--- src/rtl/eq_band_mixer.sv ---
// eq_band_mixer: serial band accumulator for the equalizer datapath.
// Accepts NUM_BANDS signed Q1.15 band samples over a valid/ready handshake,
// sums them in a W+4-bit accumulator and presents one mixed W-bit sample per
// frame, held until the downstream consumer takes it.
// Optional feature: define EQ_MIX_SAT_EN to clamp the final sum to the W-bit
// range and report clamping on o_sat_flag; without it the sum wraps and
// o_sat_flag stays 0.
module eq_band_mixer #(
  parameter int W         = 16,
  parameter int NUM_BANDS = 4
) (
  input  logic         clk,
  input  logic         rst,
  input  logic         i_in_valid,
  output logic         o_in_ready,
  input  logic [W-1:0] i_in_data,
  output logic [3:0]   o_band_idx,
  output logic         o_out_valid,
  input  logic         i_out_ready,
  output logic [W-1:0] o_out_data,
  output logic         o_sat_flag
);

  localparam int         AW       = W + 4;
  localparam logic [3:0] LAST_IDX = 4'(NUM_BANDS - 1);

  typedef enum logic [0:0] {
    ST_ACCUM = 1'b0,
    ST_HOLD  = 1'b1
  } state_t;

  state_t          r_state;
  state_t          w_state_nxt;
  logic [AW-1:0]   r_acc;
  logic [3:0]      r_band_idx;
  logic [W-1:0]    r_out_data;
  logic            r_sat;

  logic            w_xfer;
  logic            w_last;
  logic [AW-1:0]   w_sum;
  logic [W-1:0]    w_red;
  logic            w_red_sat;

  // Reduce the widened frame sum to W bits; result is {sat, data}.
`ifdef EQ_MIX_SAT_EN
  function automatic logic [W:0] reduce_sum(input logic [AW-1:0] s);
    logic [4:0] top;
    logic [W:0] res;
    top = s[AW-1:W-1];
    // The sum fits in W bits exactly when the five top bits agree.
    if ((top == 5'b00000) || (top == 5'b11111)) begin
      res = {1'b0, s[W-1:0]};
    end else if (s[AW-1] == 1'b0) begin
      res = {1'b1, 1'b0, {(W-1){1'b1}}};
    end else begin
      res = {1'b1, 1'b1, {(W-1){1'b0}}};
    end
    return res;
  endfunction
`else
  function automatic logic [W:0] reduce_sum(input logic [AW-1:0] s);
    return {1'b0, s[W-1:0]};
  endfunction
`endif

  assign w_xfer = i_in_valid & (r_state == ST_ACCUM);
  assign w_last = (r_band_idx == LAST_IDX);
  assign w_sum  = r_acc + {{4{i_in_data[W-1]}}, i_in_data};
  assign {w_red_sat, w_red} = reduce_sum(w_sum);

  // State register.
  always_ff @(posedge clk or posedge rst) begin
    if (rst) begin
      r_state <= ST_ACCUM;
    end else begin
      r_state <= w_state_nxt;
    end
  end

  // Next-state decode: leave ACCUM on the last band, leave HOLD on consume.
  always_comb begin
    w_state_nxt = r_state;
    case (r_state)
      ST_ACCUM: begin
        if (w_xfer && w_last) begin
          w_state_nxt = ST_HOLD;
        end else begin
          w_state_nxt = ST_ACCUM;
        end
      end
      ST_HOLD: begin
        if (i_out_ready) begin
          w_state_nxt = ST_ACCUM;
        end else begin
          w_state_nxt = ST_HOLD;
        end
      end
      default: begin
        w_state_nxt = ST_ACCUM;
      end
    endcase
  end

  // Handshake outputs decoded from the state register only.
  always_comb begin
    o_in_ready  = 1'b0;
    o_out_valid = 1'b0;
    case (r_state)
      ST_ACCUM: begin
        o_in_ready  = 1'b1;
        o_out_valid = 1'b0;
      end
      ST_HOLD: begin
        o_in_ready  = 1'b0;
        o_out_valid = 1'b1;
      end
      default: begin
        o_in_ready  = 1'b0;
        o_out_valid = 1'b0;
      end
    endcase
  end

  // Accumulate accepted bands; on the last band register the reduced result
  // and clear the accumulator for the next frame.
  always_ff @(posedge clk or posedge rst) begin
    if (rst) begin
      r_acc      <= {AW{1'b0}};
      r_band_idx <= 4'd0;
      r_out_data <= {W{1'b0}};
      r_sat      <= 1'b0;
    end else if (w_xfer) begin
      if (w_last) begin
        r_acc      <= {AW{1'b0}};
        r_band_idx <= 4'd0;
        r_out_data <= w_red;
        r_sat      <= w_red_sat;
      end else begin
        r_acc      <= w_sum;
        r_band_idx <= r_band_idx + 4'd1;
      end
    end else begin
      r_acc      <= r_acc;
      r_band_idx <= r_band_idx;
    end
  end

  assign o_band_idx = r_band_idx;
  assign o_out_data = r_out_data;
  assign o_sat_flag = r_sat;

endmodule

--- config.mk ---
export PLATFORM = sky130hd
export DESIGN_NAME = eq_band_mixer
export DESIGN_NICKNAME = d
export VERILOG_FILES = /design/src/rtl/eq_band_mixer.sv
export SDC_FILE = /design/constraint.sdc
export NUM_CORES = 1
export LEC_CHECK = 0
export ABC_AREA = 1
export CORE_MARGIN = 2
export CORE_UTILIZATION = 57
export CTS_CLUSTER_SIZE = 8
export DETAILED_ROUTE_END_ITERATION = 6
export GPL_ROUTABILITY_DRIVEN = 0
export PLACE_DENSITY = 0.86
export SLEW_MARGIN = 5
export SYNTH_ARGS = -nofsm -noshare
export SYNTH_HDL_FRONTEND = slang
export SYNTH_SLANG_ARGS = --single-unit
--- constraint.sdc ---
create_clock -name clk -period 3.3 [get_ports clk]
set_input_delay 0.99 -clock clk [delete_from_list [all_inputs] [get_ports clk]]
set_output_delay 0.99 -clock clk [all_outputs]
set_load 0.01 [all_outputs]
Word-level counts from Yosys, hierarchy flattened
Index checks and enable logic that the tools add are counted.
Cells by class
  $add $sub $neg: 2
  multiply operators: 0
  divide/modulo/power cells: 0
  magnitude comparators: 0
  equality and inequality tests: 1
  shifts and indexed selects: 0
  multiplexer cells: 7
  bitwise gates (word level): 2
  reduce and logical (&&, ||, !) cells: 2
Operator list (number)
  $add 20x20->20: 1
  $mux 20: 1
  $pmux 1 s2: 3
  $add 4x1->4 const B: 1
  $eq 4x2->1 const B: 1
  $mux 4: 1
  $mux 1: 2
  $reduce_and 2->1: 1
  $and 1x1->1: 1
  $logic_and 1x1->1: 1
  $not 1->1: 1
Word-level totals
  flip-flop bits (word level): 41
  bits in latches: 0
  RAM bits: 0
  memory bits (read-only): 0
  input bits: 20
  word-level logic and storage cells: 18
  memories kept: 0

Logic depth before layout (Yosys ltp)
Gate-level depths: netlist of run 1.
  depth after elaboration: 5
  depth in mapped cells: 11
  gate-level depth less buffers: 11

Worst setup path before layout of run 1
OpenSTA, ideal clock, no wires.
  kind: input to register
  start point: input i_in_data[0]
  end point: register r_out_data[6] (netlist: o_out_data[6])
  library setup time: 0.117 ns
  data arrival time: 2.184 ns
  required time: 3.183 ns
  path slack: 0.999 ns
  stages on the path: 9
  cells stage by stage: ha_1 > fa_1 > nand2_1 > nand2_1 > nand3b_1 > nand2_1 > or2_1 > nand3_1 > nand2_1
On the way
  word-level cells in the longest chain between the ends: 1
RTL lines
  from (decl): RTL line 16  | input logic [W-1:0] i_in_data,
  $add 20x20->20: RTL line 69  | assign w_sum = r_acc + {{4{i_in_data[W-1]}}, i_in_data};
  to (signal assigned): RTL line 131  | r_out_data <= {W{1'b0}};
  to (signal assigned): RTL line 137  | r_out_data <= w_red;
  to (decl): RTL line 36  | logic [W-1:0] r_out_data;
Every way passes these cells.
A chain may end at the register's enable or synchronous reset.

Worst setup path after layout of run 1
  start point: input i_in_data[0]
  end point: register r_acc[12]
On the way
  word-level cells in the longest chain between the ends: 2
RTL lines
  $add 20x20->20: RTL line 69
  $mux 20: RTL line 134  | if (w_last) begin
  to (signal assigned): RTL line 135  | r_acc <= {AW{1'b0}};
  to (signal assigned): RTL line 140  | r_acc <= w_sum;
  to (signal assigned): RTL line 144  | r_acc <= r_acc;
  to (decl): RTL line 34  | logic [AW-1:0] r_acc;
Every way passes these cells.

==> summary.txt, run 1 <==
Status -> finished, final reports clean
Largest net degree at the start of global routing -> 38
RSZ-0062 raised after global routing -> no
Vias per std cell -> 5.150
Resize count post-CTS -> 0
Site Rows -> 23
Final min period -> 2.556 ns
Syn Inst Count -> 331
Clock Latency Late Sink -> 0.29 ns
Mapped Area -> 0.002345 sq mm
Final Hold Viols -> 0
Endpoint type of the worst setup path -> flip-flop
Final HPWL DP -> 4086 um
Flops & latches, synth -> 37
Setup ws final -> 0.7438 ns
Final-report max-slew violation count -> 0
Die Height -> 68.14 um
Ys async rst share -> 100.0%
Vias after detailed routing -> 2,199
Worst path slowest cell -> clkdlybuf4s50_1
Post-synth EDFFs -> 0
Initial DRT Pass Iterations -> 4
Post-CTS setup buffer count -> 0
Slowest stage delay, CP -> 0.40 ns
Warnings, synthesis -> 0
TritonCTS sink count -> 37
Initial antenna violation count -> 0
GRT Total Usage -> 26.73%
Congestion Overflow GR -> 0
Register area share after synthesis -> 39.49%
CP dominant cell by count -> nand2_1
# Max-Cap Violations -> 0
Worst VDD drop -> 0.4703 mV
Final setup vio count -> 0
Critical path class -> input port to flip-flop
Synth area leaders -> dfrtp_1, nand2_1, ha_1, inv_1, nand3_1
Area post-placement -> 0.002805 sq mm
ANT cells -> 0
WP data required -> 3.48 ns
Post-route ant nets -> 0
Post-route DRC -> 0
Area Overhead vs Synth -> 23.16%
Post-Syn Nets -> 368
Fin crit share -> 77.46%
CTS Buf Count -> 5
Starting Density -> 59.04%
Hold Path Class -> flip-flop to flip-flop
Crit path DAT -> 2.74 ns
CP Max Fanout -> 3
Synth top area share -> 39.49%
Vias in the first global route -> 2,077
DP Worst Slack -> 0.4448 ns
Power Dens Cells -> 894.1 mW/mm^2
Share of layout cells above drive strength 1 -> 4.244%
Clk root buf -> clkbuf_8
Drt wl/cell -> 12.61 um
Worst-case clock skew -> 0.004107 ns
I/O Pins -> 43
Final Cell Area -> 0.002888 sq mm
Fmax -> 391.2 MHz
Top cell types by occurrence after synthesis -> nand2_1, inv_1, dfrtp_1
Yosys cell types -> 22
Leak -> 1.609 nW
Cts hold-fix bufs -> 0
Cell accounting for the most synthesized area -> dfrtp_1
H-tree Lvls -> 2
Commonest register cell after synthesis -> dfrtp_1
CP Cell Sequence -> clkdlybuf4s50_1 -> ha_1 -> fa_1 -> nand2_1 -> nand2_1 -> and2_4 -> nand3_1 -> nand4_1 -> nand3_1 -> nand2_1
Detailed Route WL -> 5384 um
Count leader, synth -> nand2_1
DIE WIDTH -> 68.14 um
Global-route wire length before repair -> 9087 um
TNS Setup -> 0 ns
Longest Clk Path Bufs -> 2
Mapped Avg Cell Area -> 7.084 sq um
I/O Buffers -> 41
Nets@finish -> 413
Die ar. -> 0.004642 sq mm
Clock slew at reported path FFs -> 0.07 ns
DRT iter0 DRCs -> 128
Core area -> 0.003971 sq mm
Critical path startpoint category -> input port
Util after Layout -> 72.72%
CTS tree -> built
==> path summary, 6_finish.rpt <==
| check | startpoint | endpoint | slack [ns] | cells after the start |
|---|---|---|---|---|
| worst max register to register | r_acc[0] | r_acc[12] | 1.47 | 9 |
| min in group asynchronous | rst | o_out_data[13] | 1.10 | 3 |
| max in group asynchronous | rst | r_acc[4] | 1.87 | 3 |
| worst max-delay path | i_in_data[0] | r_acc[12] | 0.74 | 10 |
| worst min register to register | o_out_data[13] | o_out_data[13] | 0.48 | 2 |
| worst min-delay path | o_out_data[13] | o_out_data[13] | 0.48 | 2 |
==> cells in the final DEF (no fill, tap or decap), drive strengths merged, types with 5 or more instances in the layout <==
cell type,n
a21oi,7
clkdlybuf4s50,41
ha,16
nand2,141
clkbuf,6
inv,46
dfrtp,37
nor2,13
or2,5
nand3,29
o21ai,12
==> per-layer routing <==
layer | share of wire, % | wire length, um | vias up | GRT usage, %
met2 | 47 | 2514 | 67 | 41.26
met4 | 2.0 | 109 | 0 | 11.25
met1 | 45 | 2402 | 1008 | 36.05
li1 | - | - | 1114 | -
met3 | 6.6 | 357 | 10 | 6.250
met5 | 0 | 0 | - | 0
==> where the power goes <==
group | internal (mW) | switching, mW | leakage (nW)
logic | 0.639 | 0.863 | 1.10
clock network | 0.146 | 0.156 | 0.0450
registers | 0.658 | 0.120 | 0.465
==> stage by stage <==
step           total power [mW]  hold slack (ns)  std cells
5_1_grt                   2.843           0.5009        427
6_report                  2.582           0.4821        427
2_1_floorplan             1.778           0.4529        331
3_3_place_gp              2.223           0.4644        419
4_1_cts                   2.593           0.4865        427
3_5_place_dp              2.278           0.4694        419
==> registers in the layout (all words and copies together), names as in the netlist <==
register and count:
r_acc 16, o_band_idx 4, o_out_data 16, r_state 1
==> worst max-delay path: cells and delay by family <==
kind	cells	cell delay, ns
and+or+nand+nor	7	0.71
adders and majority gates	2	0.62
buffers and inverters	1	0.40
==> kinds of logic after synthesis <==
kind of cell             Yosys count  share of synthesized area, %
other                              1                        0.1599
flip-flops                        37                         39.49
adder cells (fa/ha/maj)           17                         9.392
buffers and inverters             53                         9.178
AND/OR/NAND/NOR                  198                         35.49
AO/OA/AOI/OAI                     19                         4.055
XOR/XNOR                           6                         2.242
==> area by class of cell <==
type | count | area [sq um]
Clock buffer | 6 | 72.57
Clock inverter | 2 | 10.01
Fill cell | 323 | 1084
Inverter | 46 | 172.7
Multi-Input combinational cell | 241 | 1204
Sequential cell | 37 | 925.9
Tap cell | 50 | 62.56
Timing Repair Buffer | 45 | 440.4
Note: power is estimated with default switching activity, not from simulation.
==> run 2, diff against run 1 <==
- CORE_UTILIZATION: 57 -> 52
- PLACE_DENSITY: 0.86 -> 0.79
- clock period: 3.3 -> 2.5 ns (I/O delays scaled with it)
==> summary.txt, run 2 (same netlist as run 1, synthesis figures left out) <==
Status -> finished, final reports clean
H-tree Lvls -> 2
WP data required -> 2.68 ns
Critical path class -> input port to flip-flop
CP Cell Sequence -> clkdlybuf4s50_1 -> ha_1 -> fa_1 -> nand2_1 -> nand2_1 -> nand3b_1 -> nand2_1 -> or2_1 -> nand3_1 -> nand2_1
Resize count post-CTS -> 0
Clk root buf -> clkbuf_8
Detailed Route WL -> 5288 um
Crit path launch -> i_in_data[0]
Power Dens Cells -> 1190 mW/mm^2
Fmax -> 430.7 MHz
Crit path DAT -> 2.50 ns
Final HPWL DP -> 4043 um
Cts hold-fix bufs -> 0
# Max-Cap Violations -> 0
Initial antenna violation count -> 0
CTS Buf Count -> 5
Die ar. -> 0.005062 sq mm
Final Hold Viols -> 0
I/O Buffers -> 41
Post-route DRC -> 0
DRT iter0 DRCs -> 150
Fin crit share -> 92.88%
Critical path startpoint category -> input port
Worst-case clock skew -> 0.01200 ns
Vias after detailed routing -> 2,156
Largest net degree at the start of global routing -> 38
Post-CTS setup buffer count -> 0
DIE WIDTH -> 71.15 um
Clock Latency Late Sink -> 0.30 ns
RSZ-0062 raised after global routing -> no
Nets@finish -> 416
Share of layout cells above drive strength 1 -> 5.263%
Area Overhead vs Synth -> 25.03%
Leak -> 1.632 nW
Longest Clk Path Bufs -> 2
TritonCTS sink count -> 37
Final setup vio count -> 0
Clock slew at reported path FFs -> 0.07 ns
Final-report max-slew violation count -> 0
Final min period -> 2.322 ns
Die Height -> 71.15 um
TNS Setup -> 0 ns
Hold Path Class -> flip-flop to flip-flop
Hold Path Origin -> o_out_data[11]
Total power -> 3.488 mW
GRT Total Usage -> 22.85%
Congestion Overflow GR -> 0
DP Worst Slack -> -0.1256 ns
Starting Density -> 53.85%
Vias in the first global route -> 2,121
Slowest stage delay, CP -> 0.41 ns
CTS tree -> built
CP Max Fanout -> 4
Worst VDD drop -> 0.6172 mV
Site Rows -> 24
Setup ws final -> 0.1781 ns
Vias per std cell -> 4.991
R2R depth -> 9
CP dominant cell by count -> nand2_1
FF-to-FF Start -> r_acc[0]
Endpoint type of the worst setup path -> flip-flop
Initial DRT Pass Iterations -> 4
Global-route wire length before repair -> 9225 um
ANT cells -> 0
Commonest non-fill, non-tap cells in the layout -> nand2_1, inv_1, clkdlybuf4s50_1
I/O Pins -> 43
Depth of the worst hold-timing path -> 2
Drt wl/cell -> 12.24 um
Worst path slowest cell -> clkdlybuf4s50_1
Core area -> 0.004354 sq mm
Most common cell after layout, fill and taps aside -> nand2_1
Post-route ant nets -> 0
==> run 2: cell count changes in the layout (fill, tap and decap cells not counted) <==
cell	delta
clkbuf_1	-1
clkinv_2	-1
clkbuf_8	+2
buf_4	+3
==> run 2: metal layers <==
layer | track usage [%] | vias to the layer above | wire, um | share of wire, %
li1 | - | 1121 | - | -
met1 | 32.11 | 966 | 2560 | 48
met2 | 36.52 | 62 | 2366 | 45
met3 | 3.561 | 7 | 293 | 5.5
met4 | 6.918 | 0 | 68 | 1.3
met5 | 0 | - | 0 | 0
==> run 2: worst max-delay path: cells and delay by family <==
| kind | cells | cell delay [ns] |
|---|---|---|
| and+or+nand+nor | 7 | 0.71 |
| adders and majority gates | 2 | 0.63 |
| buffers and inverters | 1 | 0.41 |
==> run 2: final cells by class <==
class | count | area, sq um
fillers | 375 | 1423
multi-input cells | 241 | 1204
flip-flops and latches | 37 | 925.9
repair buffers | 48 | 462.9
inverters | 46 | 172.7
clock buffers | 7 | 96.34
well taps | 52 | 65.06
clock inverters | 1 | 5.005
==> run 2: metrics by stage <==
step	area, sq um	instances	hold slack, ns	util [%]
2_1_floorplan	2345	331	0.4529	-
3_3_place_gp	2830	424	0.4632	65.00
3_5_place_dp	2830	424	0.4669	65.00
4_1_cts	2932	432	0.4849	67.33
5_1_grt	2932	432	0.4994	67.33
6_report	2932	432	0.4850	67.33
==> run 2: final timing paths <==
kind	end	slack (ns)
max in group asynchronous	r_acc[6]	1.31
worst max register to register	o_out_data[6]	0.68
min in group asynchronous	o_out_data[9]	0.86
worst min register to register	o_out_data[11]	0.49
worst max-delay path	o_out_data[6]	0.18
worst min-delay path	o_out_data[11]	0.49
==> run 2: power by group <==
| group | leakage [nW] | internal [mW] | switching [mW] |
|---|---|---|---|
| clock network | 0.0542 | 0.249 | 0.215 |
| logic | 1.11 | 0.860 | 1.13 |
| registers | 0.465 | 0.868 | 0.163 |
==> RTL edit, RTL diff (flow settings as in run 1) <==
One comparison of `r_band_idx` changes from == to >=.
--- a/src/rtl/eq_band_mixer.sv
+++ b/src/rtl/eq_band_mixer.sv
@@ -65,7 +65,7 @@
 `endif
 
   assign w_xfer = i_in_valid & (r_state == ST_ACCUM);
-  assign w_last = (r_band_idx == LAST_IDX);
+  assign w_last = (r_band_idx >= LAST_IDX);
   assign w_sum  = r_acc + {{4{i_in_data[W-1]}}, i_in_data};
   assign {w_red_sat, w_red} = reduce_sum(w_sum);
 
Check against the original RTL: no difference found for any inputs over 4 cycles, from zero or initial values and one cycle with rst high; that may be too few to reach the edited logic, so the function may still have changed.
==> RTL edit against run 1 <==
- sequential cell count stayed put
- routed wire length is 1.3% lower
- setup slack worse by 0.062 ns
- synthesized area is 1.0% higher
- global-route usage is 1.0 points lower
- total power is 5.1% higher
- utilization is 0.54 points higher
- final area is 1.5% higher
- critical path type unchanged
==> RTL edit: results (changes against run 1) <==
| Step | Quantity | Value | Delta |
| --- | --- | --- | --- |
| placed design | Place WS | 0.355 ns | -0.0894 ns |
| timing | Worst-case clock skew | 0.00708 ns | +0.00297 ns |
| critical path | Maximum fanout count along the critical path | 4 | +1 |
| synthesis | Compound-cell area share of the yosys netlist | 4.60% | +0.54 points |
| finish | Fraction of layout cells with a size suffix above 1 | 8.13% | +3.9 points |
| finish | Buffers excl. clock | 44 | -2.2% |
| drt | Routed wire length per instance | 12.7 microns | +0.60% |
| status | Run status | completed |  |
| finish | Clk tree area frac | 4.10% | +1.2 points |
| placed design | Detailed-placement wirelength estimate | 4020 microns | -1.6% |
| grt | First-pass GRT wire length | 8830 microns | -2.9% |
| finish | Non-clock buffering overhead in the final layout | 14.8% | -0.48 points |
| drt | Total length of routed met2 wires | 2470 microns | -1.9% |
| finish | Fill cell instance count of the final layout | 313 | -3.1% |
| grt | Number of global-route vias before repair | 2024 | -2.6% |
| drt | Metal-1 WL | 2420 microns | +0.83% |
| synthesis | Unique cell type count in the Yosys netlist | 30 | +36% |
| grt | Total routing usage reported by global routing | 25.7% | -1.0 points |
| synthesis | Top cells by area in the synthesized netlist | sky130_fd_sc_hd__dfrtp_1 (39%), sky130_fd_sc_hd__nand2_1 (21%), sky130_fd_sc_hd__ha_1 (8.5%), sky130_fd_sc_hd__inv_1 (5.9%), sky130_fd_sc_hd__nand3_1 (5.7%) |  |
| drt | Met3 WL | 283 microns | -21% |
| synthesis | Most frequent cells after synthesis | sky130_fd_sc_hd__nand2_1 (135), sky130_fd_sc_hd__dfrtp_1 (37), sky130_fd_sc_hd__inv_1 (37) |  |
| finish | Layout sequential cell count | 37 | unchanged |
| finish | Non-clk invs | 45 | -2.2% |
| grt | Met3 Track Usage GR | 5.92% | -0.33 points |
| critical path | Arrival time of data at the critical path endpoint | 2.80 ns | +0.06 ns |
| grt | GRT met2 Usage | 42.7% | +1.4 points |
| finish | Multi-In Gates | 235 | -2.5% |
| synthesis | Syn_nets | 361 | -1.9% |
| power and ir drop | Static power due to leakage | 1.58 nW | -1.7% |
| power and ir drop | Cell internal power dissipation | 1.55 mW | +7.5% |
| synthesis | Xor/xnor share of the synthesized area | 1.85% | -0.39 points |
| grt | Met1 demand-to-capacity share in global routing | 31.8% | -4.3 points |
[RTL edit: changes by cell type after synthesis, moves of 3 or more]
| cell | change |
|---|---|
| sky130_fd_sc_hd__inv_1 | -9 |
| sky130_fd_sc_hd__buf_2 | -3 |
| sky130_fd_sc_hd__inv_2 | +8 |
| sky130_fd_sc_hd__nand2_1 | -4 |
| sky130_fd_sc_hd__o21ai_0 | -5 |
| sky130_fd_sc_hd__o21ai_1 | +3 |
[RTL edit: critical path, delay by kind of cell]
family,cells,cell delay [ns]
buffers and inverters,1,0.41
adder cells (fa/ha/maj),2,0.64
AND/OR/NAND/NOR,7,0.76
[RTL edit: worst paths after layout]
kind	from	to	slack [ns]	cells after the start
max	i_in_data[0]	o_out_data[6]$_DFFE_PP0P_	0.68	10
min	o_out_data[7]$_DFFE_PP0P_	o_out_data[7]$_DFFE_PP0P_	0.48	2
max reg2reg	r_acc[0]$_DFFE_PP0P_	o_out_data[6]$_DFFE_PP0P_	1.42	9
min reg2reg	o_out_data[7]$_DFFE_PP0P_	o_out_data[7]$_DFFE_PP0P_	0.48	2
max in group asynchronous	rst	o_out_data[14]$_DFFE_PP0P_	1.87	3
min in group asynchronous	rst	o_band_idx[2]$_DFFE_PP0P_	1.10	3
[RTL edit: power by group through the flow]
stage                     sequential [mW]  clock (mW)  combinational (mW)
after floorplan                     0.815           0                1.00
after global placement              0.778           0                1.46
after detailed placement            0.784           0                1.51
after CTS                           0.776       0.421                1.52
after global routing                0.802       0.435                1.72
final                               0.774       0.415                1.52
[RTL edit: per-stage QoR]
stage	total power, mW	area (sq um)	utilization (%)	cells
finish	2.71	2930	73.3	419
global route	2.96	2930	73.3	419
CTS	2.72	2930	73.3	419
detailed placement	2.29	2810	70.3	411
global placement	2.24	2810	70.3	411
floorplan	1.82	2370	-	324
